### src/rtl/cory_repeat_sched_if.sv
// Handshake bundle between M command/data producers, the repeat scheduler and one z consumer.
// The slave modport is the scheduler's view; the master modport is the producer/consumer side.
interface cory_repeat_sched_if #(
    parameter int M  = 4,
    parameter int N  = 8,
    parameter int W  = 8,
    parameter int IW = 2
);
    logic [M-1:0]   i_cmd_v;
    logic [M*W-1:0] i_cmd_cnt;
    logic [M-1:0]   o_cmd_r;
    logic [M-1:0]   i_a_v;
    logic [M*N-1:0] i_a_d;
    logic [M-1:0]   o_a_r;
    logic           o_z_v;
    logic [N-1:0]   o_z_d;
    logic           o_z_last;
    logic [W-1:0]   o_z_cnt;
    logic [IW-1:0]  o_z_id;
    logic           i_z_r;

    modport slave (
        input  i_cmd_v, i_cmd_cnt, i_a_v, i_a_d, i_z_r,
        output o_cmd_r, o_a_r, o_z_v, o_z_d, o_z_last, o_z_cnt, o_z_id
    );

    modport master (
        output i_cmd_v, i_cmd_cnt, i_a_v, i_a_d, i_z_r,
        input  o_cmd_r, o_a_r, o_z_v, o_z_d, o_z_last, o_z_cnt, o_z_id
    );
endinterface

### src/rtl/cory_repeat_sched.sv
// Round-robin shared repeat engine: grants one requester, replays its data word cnt times on z.
// Define CORY_REPEAT_SCHED_B2B_EN to re-arbitrate on the last beat for zero-bubble bursts.
module cory_repeat_sched #(
    parameter int M  = 4,
    parameter int N  = 8,
    parameter int W  = 8,
    parameter int IW = 2
) (
    input  logic                clk,
    input  logic                reset,
    cory_repeat_sched_if.slave  s_bus
);

    typedef enum logic {
        ST_IDLE = 1'b0,
        ST_BUSY = 1'b1
    } state_t;

    state_t        r_state, w_state_next;
    logic [IW-1:0] r_gnt_id, w_gnt_id_next;
    logic [W-1:0]  r_gnt_cnt, w_gnt_cnt_next;
    logic [W-1:0]  r_cnt, w_cnt_next;
    logic [IW-1:0] r_ptr, w_ptr_next;

    logic [W-1:0]  w_req_cnt [M];
    logic [N-1:0]  w_req_d   [M];
    logic [M-1:0]  w_gnt_oh;
    logic [M-1:0]  w_win_oh;

    logic [IW-1:0] w_arb_start;
    logic [M-1:0]  w_arb_req;
    logic [IW-1:0] w_scan_id [M];
    logic          w_arb_found;
    logic [IW-1:0] w_arb_id;
    logic          w_arb_en;

    logic          w_busy;
    logic          w_zv;
    logic          w_last_beat;
    logic          w_hs;

    function automatic logic [IW-1:0] f_inc(input logic [IW-1:0] id);
        if (id == IW'(M - 1)) return '0;
        return id + IW'(1);
    endfunction

    genvar gi;
    generate
        for (gi = 0; gi < M; gi++) begin : g_req
            assign w_req_cnt[gi] = s_bus.i_cmd_cnt[gi*W +: W];
            assign w_req_d[gi]   = s_bus.i_a_d[gi*N +: N];
            assign w_gnt_oh[gi]  = (r_gnt_id == IW'(gi));
            assign w_win_oh[gi]  = w_arb_found && (w_arb_id == IW'(gi));
        end

        // Offset gi from the scan start, wrapped modulo M rather than 2^IW.
        for (gi = 0; gi < M; gi++) begin : g_scan
            logic [IW:0] w_sum;
            assign w_sum = {1'b0, w_arb_start} + (IW+1)'(gi);
            assign w_scan_id[gi] = (w_sum >= (IW+1)'(M)) ? IW'(w_sum - (IW+1)'(M))
                                                         : w_sum[IW-1:0];
        end
    endgenerate

    assign w_busy      = (r_state == ST_BUSY);
    assign w_zv        = w_busy && s_bus.i_a_v[r_gnt_id];
    assign w_last_beat = (r_cnt == r_gnt_cnt - W'(1));
    assign w_hs        = w_zv && s_bus.i_z_r;

`ifdef CORY_REPEAT_SCHED_B2B_EN
    assign w_arb_en    = !w_busy || (w_hs && w_last_beat);
    assign w_arb_start = w_busy ? f_inc(r_gnt_id) : r_ptr;
    assign w_arb_req   = w_busy ? (s_bus.i_cmd_v & ~w_gnt_oh) : s_bus.i_cmd_v;
`else
    assign w_arb_en    = !w_busy;
    assign w_arb_start = r_ptr;
    assign w_arb_req   = s_bus.i_cmd_v;
`endif

    // Walk offsets from far to near so the nearest requester from the start wins.
    always_comb begin
        w_arb_found = 1'b0;
        w_arb_id    = '0;
        for (int i = M - 1; i >= 0; i--) begin
            if (w_arb_req[w_scan_id[i]]) begin
                w_arb_found = 1'b1;
                w_arb_id    = w_scan_id[i];
            end
        end
    end

    always_comb begin
        w_state_next   = r_state;
        w_gnt_id_next  = r_gnt_id;
        w_gnt_cnt_next = r_gnt_cnt;
        w_cnt_next     = r_cnt;
        w_ptr_next     = r_ptr;
        case (r_state)
            ST_IDLE: begin
                if (w_arb_found) begin
                    w_gnt_id_next  = w_arb_id;
                    w_gnt_cnt_next = w_req_cnt[w_arb_id];
                    w_cnt_next     = '0;
                    if (w_req_cnt[w_arb_id] == '0) begin
                        w_ptr_next = f_inc(w_arb_id);
                    end else begin
                        w_state_next = ST_BUSY;
                    end
                end
            end
            ST_BUSY: begin
                if (w_hs) begin
                    if (w_last_beat) begin
                        w_cnt_next   = '0;
                        w_ptr_next   = f_inc(r_gnt_id);
                        w_state_next = ST_IDLE;
`ifdef CORY_REPEAT_SCHED_B2B_EN
                        if (w_arb_found) begin
                            w_gnt_id_next  = w_arb_id;
                            w_gnt_cnt_next = w_req_cnt[w_arb_id];
                            if (w_req_cnt[w_arb_id] == '0) begin
                                w_ptr_next = f_inc(w_arb_id);
                            end else begin
                                w_state_next = ST_BUSY;
                            end
                        end
`endif
                    end else begin
                        w_cnt_next = r_cnt + W'(1);
                    end
                end
            end
            default: w_state_next = ST_IDLE;
        endcase
    end

    always_ff @(posedge clk or posedge reset) begin
        if (reset) begin
            r_state   <= ST_IDLE;
            r_gnt_id  <= '0;
            r_gnt_cnt <= '0;
            r_cnt     <= '0;
            r_ptr     <= '0;
        end else begin
            r_state   <= w_state_next;
            r_gnt_id  <= w_gnt_id_next;
            r_gnt_cnt <= w_gnt_cnt_next;
            r_cnt     <= w_cnt_next;
            r_ptr     <= w_ptr_next;
        end
    end

    // Accept is combinational off i_cmd_v, so it is held low while reset is asserted.
    assign s_bus.o_cmd_r  = (w_arb_en && !reset) ? w_win_oh : '0;
    assign s_bus.o_a_r    = (w_hs && w_last_beat) ? w_gnt_oh : '0;
    assign s_bus.o_z_v    = w_zv;
    assign s_bus.o_z_d    = w_zv ? w_req_d[r_gnt_id] : '0;
    assign s_bus.o_z_last = w_busy && w_last_beat;
    assign s_bus.o_z_cnt  = w_busy ? r_cnt : '0;
    assign s_bus.o_z_id   = r_gnt_id;

endmodule

### src/flat_wrapper.sv
// flat-port wrapper written by rule: the top's interface ports become plain ports
module cory_repeat_sched_flat 
#(
    parameter int M  = 4,
    parameter int N  = 8,
    parameter int W  = 8,
    parameter int IW = 2
)
  (clk, reset, s_bus_i_cmd_v, s_bus_i_cmd_cnt, s_bus_i_a_v, s_bus_i_a_d, s_bus_i_z_r, s_bus_o_cmd_r, s_bus_o_a_r, s_bus_o_z_v, s_bus_o_z_d, s_bus_o_z_last, s_bus_o_z_cnt, s_bus_o_z_id);
  cory_repeat_sched_if #(.M(M), .N(N), .W(W), .IW(IW)) s_bus_i ();
  input  logic clk;
  input  logic reset;
  input wire logic [$bits(s_bus_i.i_cmd_v)-1:0] s_bus_i_cmd_v;
  input wire logic [$bits(s_bus_i.i_cmd_cnt)-1:0] s_bus_i_cmd_cnt;
  input wire logic [$bits(s_bus_i.i_a_v)-1:0] s_bus_i_a_v;
  input wire logic [$bits(s_bus_i.i_a_d)-1:0] s_bus_i_a_d;
  input wire logic [$bits(s_bus_i.i_z_r)-1:0] s_bus_i_z_r;
  output wire logic [$bits(s_bus_i.o_cmd_r)-1:0] s_bus_o_cmd_r;
  output wire logic [$bits(s_bus_i.o_a_r)-1:0] s_bus_o_a_r;
  output wire logic [$bits(s_bus_i.o_z_v)-1:0] s_bus_o_z_v;
  output wire logic [$bits(s_bus_i.o_z_d)-1:0] s_bus_o_z_d;
  output wire logic [$bits(s_bus_i.o_z_last)-1:0] s_bus_o_z_last;
  output wire logic [$bits(s_bus_i.o_z_cnt)-1:0] s_bus_o_z_cnt;
  output wire logic [$bits(s_bus_i.o_z_id)-1:0] s_bus_o_z_id;
  assign s_bus_i.i_cmd_v = s_bus_i_cmd_v;
  assign s_bus_i.i_cmd_cnt = s_bus_i_cmd_cnt;
  assign s_bus_i.i_a_v = s_bus_i_a_v;
  assign s_bus_i.i_a_d = s_bus_i_a_d;
  assign s_bus_i.i_z_r = s_bus_i_z_r;
  assign s_bus_o_cmd_r = s_bus_i.o_cmd_r;
  assign s_bus_o_a_r = s_bus_i.o_a_r;
  assign s_bus_o_z_v = s_bus_i.o_z_v;
  assign s_bus_o_z_d = s_bus_i.o_z_d;
  assign s_bus_o_z_last = s_bus_i.o_z_last;
  assign s_bus_o_z_cnt = s_bus_i.o_z_cnt;
  assign s_bus_o_z_id = s_bus_i.o_z_id;
  cory_repeat_sched #(.M(M), .N(N), .W(W), .IW(IW)) u_core (.clk(clk), .reset(reset), .s_bus(s_bus_i));
endmodule
### config.mk
export PLATFORM = sky130hd
export DESIGN_NAME = cory_repeat_sched_flat
export DESIGN_NICKNAME = d
export VERILOG_FILES = /design/src/rtl/cory_repeat_sched_if.sv /design/src/rtl/cory_repeat_sched.sv /design/src/flat_wrapper.sv
export SDC_FILE = /design/constraint.sdc
export NUM_CORES = 1
export LEC_CHECK = 0
export ABC_AREA = 1
export CORE_ASPECT_RATIO = 0.7
export CORE_MARGIN = 3
export CORE_UTILIZATION = 43
export DETAILED_ROUTE_END_ITERATION = 10
export PLACE_DENSITY = 0.82
export SETUP_SLACK_MARGIN = 0.5
export SYNTH_ARGS = -nofsm -noshare
export SYNTH_HDL_FRONTEND = slang
export SYNTH_SLANG_ARGS = --single-unit
export TNS_END_PERCENT = 1
### constraint.sdc
create_clock -name clk -period 2.5 [get_ports clk]
set_clock_uncertainty 0.05 [all_clocks]
set_input_delay 0.25 -clock clk [delete_from_list [all_inputs] [get_ports clk]]
set_output_delay 0.25 -clock clk [all_outputs]
set_load 0.01 [all_outputs]
==> results of run 1 <==
-- registers in the layout, summed over array words and instances (netlist names) --
name and count:
u_core.r_state 1, u_core.r_ptr 2, u_core.r_gnt_cnt 8, u_core.r_cnt 8, u_core.s_bus.o_z_id 2
-- per-stage QoR --
| stage | TNS (ns) | std cells |
|---|---|---|
| detailed placement | -1.31 | 569 |
| global placement | -0.904 | 569 |
| CTS | -0.359 | 577 |
| finish | -0.328 | 579 |
| floorplan | 0 | 379 |
| global route | -0.801 | 579 |
-- synthesized netlist by cell type, drive strengths merged --
master    n  area [um2]
buf       9        65.1
nor3b     3        27.5
or2       1        6.26
inv      42         160
nor4      1        6.26
xor2     12         105
o22ai     1        6.26
o21ai    33         169
clkinv    1        3.75
nand3    42         238
nor3      5        25.0
nand2   111         497
nor2     61         246
xnor2     3        26.3
clkbuf    5        18.8
nand4     5        31.3
a211oi    1        7.51
a21oi    10        50.1
dfrtp    21         526
o21bai    2        15.0
ha       10         125
-- cell usage in the layout, fill, tap and decap left out, drive strengths merged, types with 12 or more instances in the layout --
cell type      instances
nor2                  61
clkdlybuf4s50         84
inv                   42
o21ai                 33
nand3                 42
xor2                  12
buf                   47
dfrtp                 21
nand2                111
clkbuf                12
-- final cells by class --
type	count	share of cell area, %
timing repair buffer	141	33.2
tap	69	2.25
inverter	43	4.27
multi-input combinational	301	45.3
clock buffer	4	1.17
sequential	21	13.7
-- power by group through the flow --
stage / sequential (W) / clock (W) / combinational (W)
floorplan: 0.000616 / 0 / 0.00203
global placement: 0.000622 / 0 / 0.00312
detailed placement: 0.000627 / 0 / 0.00322
CTS: 0.000631 / 0.000228 / 0.00333
global route: 0.000653 / 0.000237 / 0.00375
finish: 0.000642 / 0.000226 / 0.00338
-- path summary, 6_finish.rpt --
check	end	slack [ns]	cells after the start
worst max-delay path	s_bus_o_a_r[2]	-0.09	11
worst min-delay path	u_core.r_cnt[1]	0.32	3
worst max register to register	u_core.r_ptr[0]	0.20	18
worst min register to register	u_core.r_gnt_cnt[7]	0.48	2
max in group asynchronous	u_core.r_ptr[1]	1.85	3
min in group clk	u_core.r_gnt_cnt[7]	0.48	2
-- worst max-delay path, cell delays in order (launching register included) --
cell and delay, ns:
dfrtp_1 0.37, inv_2 0.06, ha_4 0.25, xor2_1 0.14, o21ai_1 0.11, o21bai_1 0.17
a211oi_1 0.18, nand4_1 0.15, or2_4 0.28, buf_4 0.15, nor2_4 0.07, buf_6 0.10
-- per-layer routing --
metal | GRT usage [%] | up-vias | part of all wire (%)
met1 | 29.4 | 1283 | 41
met4 | 4.86 | 0 | 1.5
li1 | - | 1473 | -
met2 | 43.8 | 145 | 47
met5 | 0 | - | 0
met3 | 5.93 | 15 | 10
-- what timing repair did --
action / in CTS / in global routing
pin swaps: 29 / 6
buffers inserted: 4 / 2
endpoints found under the setup margin: 32 / 36
resized for setup: 81 / 20
-- logic make-up (layout without fill, tap and decap cells) --
family,Yosys count,in the layout,synth area share (%)
and+or+nand+nor,229,229,45.7
buffers and inverters,57,188,10.5
AOI/OAI and AO/OA,47,47,10.5
xor gates and xnor gates,15,15,5.58
DFF,21,21,22.3
adders and majority gates,10,10,5.31
==> summary.txt, run 1 <==
STA
  – PnR worst setup slack: -0.0878 ns
  – Count of final setup violators: 4
  – Max Clk Rate: a little under 0.4 GHz
  – Crit share post-route: 104%
  – Fin Hold WS: between 0.3 and 0.4 ns
  – Slew HR: between 70% and 80%
  – Unrepaired setup endpoints after global routing: yes
  – Final Critical Period: approximately 2.6 ns
  – Final Hold Vio Count: 0
  – Actual slew at the worst max-slew pin: between 0.3 and 0.4 ns
  – Final Max Tran Viols: 0

Final layout
  – Layout cells sized above 1: between 20 and 30%
  – Antenna fix cells: 0
  – Area grow syn2layout: 63.1%
  – Filler Cell Count: 359
  – Final core occ: roughly three quarters
  – Multi-input gate area: roughly 1700 um2
  – Storage element area: 528 um2
  – NumNets Final: ~600
  – Fin area: around 3800 um2

Global routing
  – Vias in the first global route: approximately 2,800
  – Global-route wire length before repair: ~12,000 um
  – Initial antenna violation count: 0
  – Total Routing Usage GR: 24.1%
  – Total gr overflow: 0
  – Pin count of the biggest net entering global routing: 22

Synthesis
  – Synth Instances: approximately 380
  – Syn_nets: approximately 460
  – Yosys warnings: 0
  – Sequential share of the synthesized area: 22.3%
  – Post-synthesis cell area: around 2400 um2
  – #FFs+latches synth: 21
  – Synth unique cells: 35
  – Syn avg cell area: approximately 6.2 um2

Setup path
  – Critical Path Source Type: register
  – CP Class: register to output port
  – CP required: 2.20 ns
  – CP Launch Point: u_core.r_gnt_cnt[0]
  – Arr. time, crit path: around 2.3 ns
  – Crit path max fanout: 3
  – Crit. End Element: output port
  – Worst r2r src: u_core.r_ptr[0]

Pwr
  – Gate power share: 79.5%
  – Clk pwr share: around 5.3%
  – Flop pwr share: roughly 15%
  – Sw Pwr: 0.00221 W
  – P_leak: around 1.9 nW
  – Maximum VDD drop: 0.000487 V
  – Tot Pwr: around 0.0042 W
  – Int Power: 0.00204 W
  – PwrDens: 1110 nW/um2
  – Sw frac: 52.0%

Route
  – Starting DRT DRC Count: 186
  – Drt wl/cell: around 13 um
  – DR vias/cell: between 5 and 6
  – Post-Route WL: just under 8000 um
  – DRC: 0
  – Post-route ant nets: 0
  – DR vias: slightly below 3,000
  – Drt pass-1 iters: 5

Floorplanning
  – Die Footprint: about 6400 um2
  – Row Count: 21
  – Die Y: 67.9 um
  – Core Footprint: ~5000 um2
  – Starting Density: approximately 47%
  – IO Count: 103
  – Die extent in x: around 94 um

Status
  – Failing checks: setup timing
  – Outcome: complete, but fails checks

Clocking
  – CTS tree: yes
  – CTS clk-pin slew, worst paths: about 0.08 ns
  – Clock sink count: 21
  – Hold buffers post-CTS: 0
  – CTS Buf Count: 3
  – Clock Latency Late Sink: around 0.26 ns
  – H-Tree Depth: 1
  – Max Root-Sink Buffers: 2
  – CTS root buf: clkbuf_8

Run
  – Max-cap violation count: 0

Place
  – DP Area: ~3700 um2
  – Post-DP HPWL: 5880 um
  – Placer Congestion: about 0.88
  – Place WS: -0.270 ns
  – I/O Buffers: slightly above 100

Worst hold path
  – Hold Crit Class: primary input to asynchronous set/reset pin
(Power assumes the default switching activity.)
==> run 2, diff against run 1 <==
--- a/config.mk
+++ b/config.mk
@@ -8,9 +8,11 @@
 export ABC_AREA = 1
 export CORE_ASPECT_RATIO = 0.7
 export CORE_MARGIN = 3
-export CORE_UTILIZATION = 43
+export CORE_UTILIZATION = 30
+export CTS_CLUSTER_SIZE = 20
 export DETAILED_ROUTE_END_ITERATION = 10
-export PLACE_DENSITY = 0.82
+export DONT_BUFFER_PORTS = 1
+export PLACE_DENSITY = 0.44
 export SETUP_SLACK_MARGIN = 0.5
 export SYNTH_ARGS = -nofsm -noshare
 export SYNTH_HDL_FRONTEND = slang
==> run 2 against run 1 <==
- the run now ends clean
- combinational power down 13%
- fmax up 5.0%
- sequential cell count unchanged
- hold slack worse by 0.10 ns
- critical endpoint is now s_bus_o_a_r[0]
- largest cell class unchanged
==> summary.txt, run 2 (synthesis results as in run 1) <==
Final layout
  – NumNets Final: 475 (was 596)
  – Biggest regs: u_core.r_cnt x8, u_core.r_gnt_cnt x8 (unchanged)
  – Area grow syn2layout: 21.3% (was 63.1%)
  – Non-filler cells, final: 487 (was 579)
  – Fin area: 2860 um2 (was 3840 um2)
  – Most common cell after layout, fill and taps aside: nand2_1 (was clkdlybuf4s50_1)
  – Commonest cells after routing, fill and taps aside: 74 x nand2_1, 47 x nor2_1, 32 x nand3_1, 30 x inv_1 (was 84 x clkdlybuf4s50_1, 82 x nand2_1, 49 x nor2_1, 38 x nand3_1, 37 x buf_4)
  – Antenna fix cells: 0 (unchanged)
  – Layout cells sized above 1: 29.8% (was 25.1%)

Route
  – Post-Route WL: 6970 um (was 7800 um)
  – DRC: 0 (unchanged)
  – DR vias/cell: 4.83 (was 5.04)
  – Drt pass-1 iters: 4 (was 5)
  – Post-route ant nets: 0 (unchanged)
  – DR vias: 2,353 (was 2,916)
  – Starting DRT DRC Count: 111 (was 186)
  – Drt wl/cell: 14.3 um (was 13.5 um)

Global routing
  – Vias in the first global route: 2,263 (was 2,796)
  – Initial antenna violation count: 0 (unchanged)
  – Total gr overflow: 0 (unchanged)
  – Global-route wire length before repair: 11,400 um (was 12,400 um)
  – Grt met1 use: 24.2% (was 29.4%)
  – Busiest grt layer: met1 (was met2)
  – Total Routing Usage GR: 15.4% (was 24.1%)
  – M3 GR Usage: 4.37% (was 5.93%)
  – Pin count of the biggest net entering global routing: 22 (unchanged)
  – Met2 usage: 20.8% (was 43.8%)

Floorplanning
  – Die Footprint: 8970 um2 (was 6410 um2)
  – Die Y: 80.1 um (was 67.9 um)
  – Starting Density: 31.6% (was 46.9%)
  – Die extent in x: 112 um (was 94.5 um)
  – Row Count: 26 (was 21)
  – Core Footprint: 7450 um2 (was 5020 um2)
  – IO Count: 103 (unchanged)

Setup path
  – CP Class: register to output port (unchanged)
  – Crit. End Element: output port (unchanged)
  – Critical Path Source Type: register (unchanged)
  – Buf+Inv Stages, Crit Path: 1 (was 3)
  – Kind of cell adding the most delay to the critical path: simple AND/OR/NAND/NOR gates (unchanged)
  – Crit path max fanout: 6 (was 3)
  – CP required: 2.20 ns (about the same)
  – Arr. time, crit path: 2.16 ns (was 2.29 ns)
  – Worst path cell trace: inv_2 -> ha_4 -> xor2_1 -> o21ai_1 -> o21bai_1 -> a211oi_1 -> nand4_1 -> or2_4 -> nor2_4 (was inv_2 -> ha_4 -> xor2_1 -> o21ai_1 -> o21bai_1 -> a211oi_1 -> nand4_1 -> or2_4 -> buf_4 -> nor2_4 -> buf_6)
  – Crit-path max cell delay: 0.39 ns (was 0.37 ns)
  – CP max stage cell: dfrtp_1 (unchanged)

STA
  – Actual slew at the worst max-slew pin: 0.385 ns (was 0.314 ns)
  – Unrepaired setup endpoints after global routing: yes (unchanged)
  – PnR worst setup slack: 0.0353 ns (was -0.0878 ns)
  – Final Critical Period: 2.46 ns (was 2.59 ns)
  – Max Clk Rate: 0.406 GHz (was 0.386 GHz)
  – Crit share post-route: 98.6% (was 104%)
  – Final Hold Vio Count: 0 (unchanged)
  – Count of final setup violators: 0 (was 4)
  – Slew HR: 74.3% (was 78.9%)
  – Final Max Tran Viols: 0 (unchanged)

Worst hold path
  – Hold Crit Class: primary input to register (was primary input to asynchronous set/reset pin)

Clocking
  – CTS clk-pin slew, worst paths: 0.08 ns (about the same)
  – CTS Buf Count: 3 (unchanged)
  – Clock Latency Late Sink: 0.27 ns (was 0.26 ns)
  – Max Root-Sink Buffers: 2 (unchanged)
  – CTS root buf: clkbuf_8 (unchanged)
  – H-Tree Depth: 1 (unchanged)
  – Clock sink count: 21 (unchanged)
  – CTS tree: yes (unchanged)

Pwr
  – P_leak: 1.37 nW (was 1.87 nW)
  – PwrDens: 1350 nW/um2 (was 1110 nW/um2)
  – Tot Pwr: 0.00387 W (was 0.00424 W)
  – Maximum VDD drop: 0.000674 V (was 0.000487 V)

Place
  – Placer Congestion: 0.826 (was 0.885)
  – Post-Place Cells: 476 (was 569)
  – Post-DP HPWL: 5300 um (was 5880 um)
  – I/O Buffers: 0 (was 102)
  – Place WS: 0.110 ns (was -0.270 ns)
  – DP Area: 2520 um2 (was 3660 um2)

Status
  – Outcome: finished, final reports clean (was complete, but fails checks)

Run
  – Max-cap violation count: 0 (unchanged)
[run 2: changes by cell type in the layout (fill, tap and decap cells not counted), sizes merged]
cell	before	now
clkdlybuf4s50	84	0
dlygate4sd3	0	1
clkinv	1	2
clkbuf	12	3
buf	47	19
dlygate4sd2	2	0
[run 2: repair_timing]
item,CTS,global route
setup endpoints to repair,35,35
endpoints found under the hold margin,21,0
pin swaps,32,2
resized for setup,57,10
hold buffers,1,0
setup buffers,3,3
[run 2: through the flow]
| stage | setup TNS (ns) | util (%) | hold slack, ns |
|---|---|---|---|
| floorplan | 0 | - | 0.185 |
| global placement | 0 | 33.8 | 0.205 |
| detailed placement | 0 | 33.8 | 0.218 |
| CTS | 0 | 37.6 | 0.216 |
| global route | -0.344 | 38.3 | 0.241 |
| finish | 0 | 38.3 | 0.214 |
[run 2: power by group]
group	switching [W]	total (W)	internal, W
sequential	0.000221	0.000703	0.000483
combinational	0.00186	0.00293	0.00106
clock	0.000127	0.000238	0.000112
total	0.00221	0.00387	0.00166
[run 2: cell type report]
type                       count  area [um2]
fill                         835        4590
tap                           98         123
sequential                    21         529
clock buffer                   3        41.3
clock inverter                 1        5.00
multi-input combinational    301        1830
inverter                      43         169
timing repair buffer          20         156
[run 2: worst reg2reg max path: cells and delay by family (launching register included)]
family	cells	cell delay (ns)
simple gates	16	1.49
buf+inv	1	0.13
flops	1	0.49
[run 2: worst paths after layout]
| path | from | endpoint | slack (ns) | cells after the start |
|---|---|---|---|---|
| max | u_core.r_gnt_cnt[0] | s_bus_o_a_r[0] | 0.04 | 9 |
| min in group asynchronous | reset | u_core.r_state | 0.46 | 3 |
| min reg2reg | u_core.r_gnt_cnt[7] | u_core.r_gnt_cnt[7] | 0.48 | 2 |
| max reg2reg | u_core.r_ptr[0] | u_core.r_ptr[1] | 0.26 | 17 |
| min | s_bus_i_cmd_cnt[4] | u_core.r_gnt_cnt[4] | 0.21 | 4 |
| max in group asynchronous | reset | u_core.r_ptr[0] | 1.69 | 3 |
[run 2: routing by layer]
layer / share of wire (%) / up-vias
li1: - / 1229
met1: 53 / 1049
met2: 39 / 73
met3: 6.8 / 2
met4: 0.49 / 0
met5: 0 / -
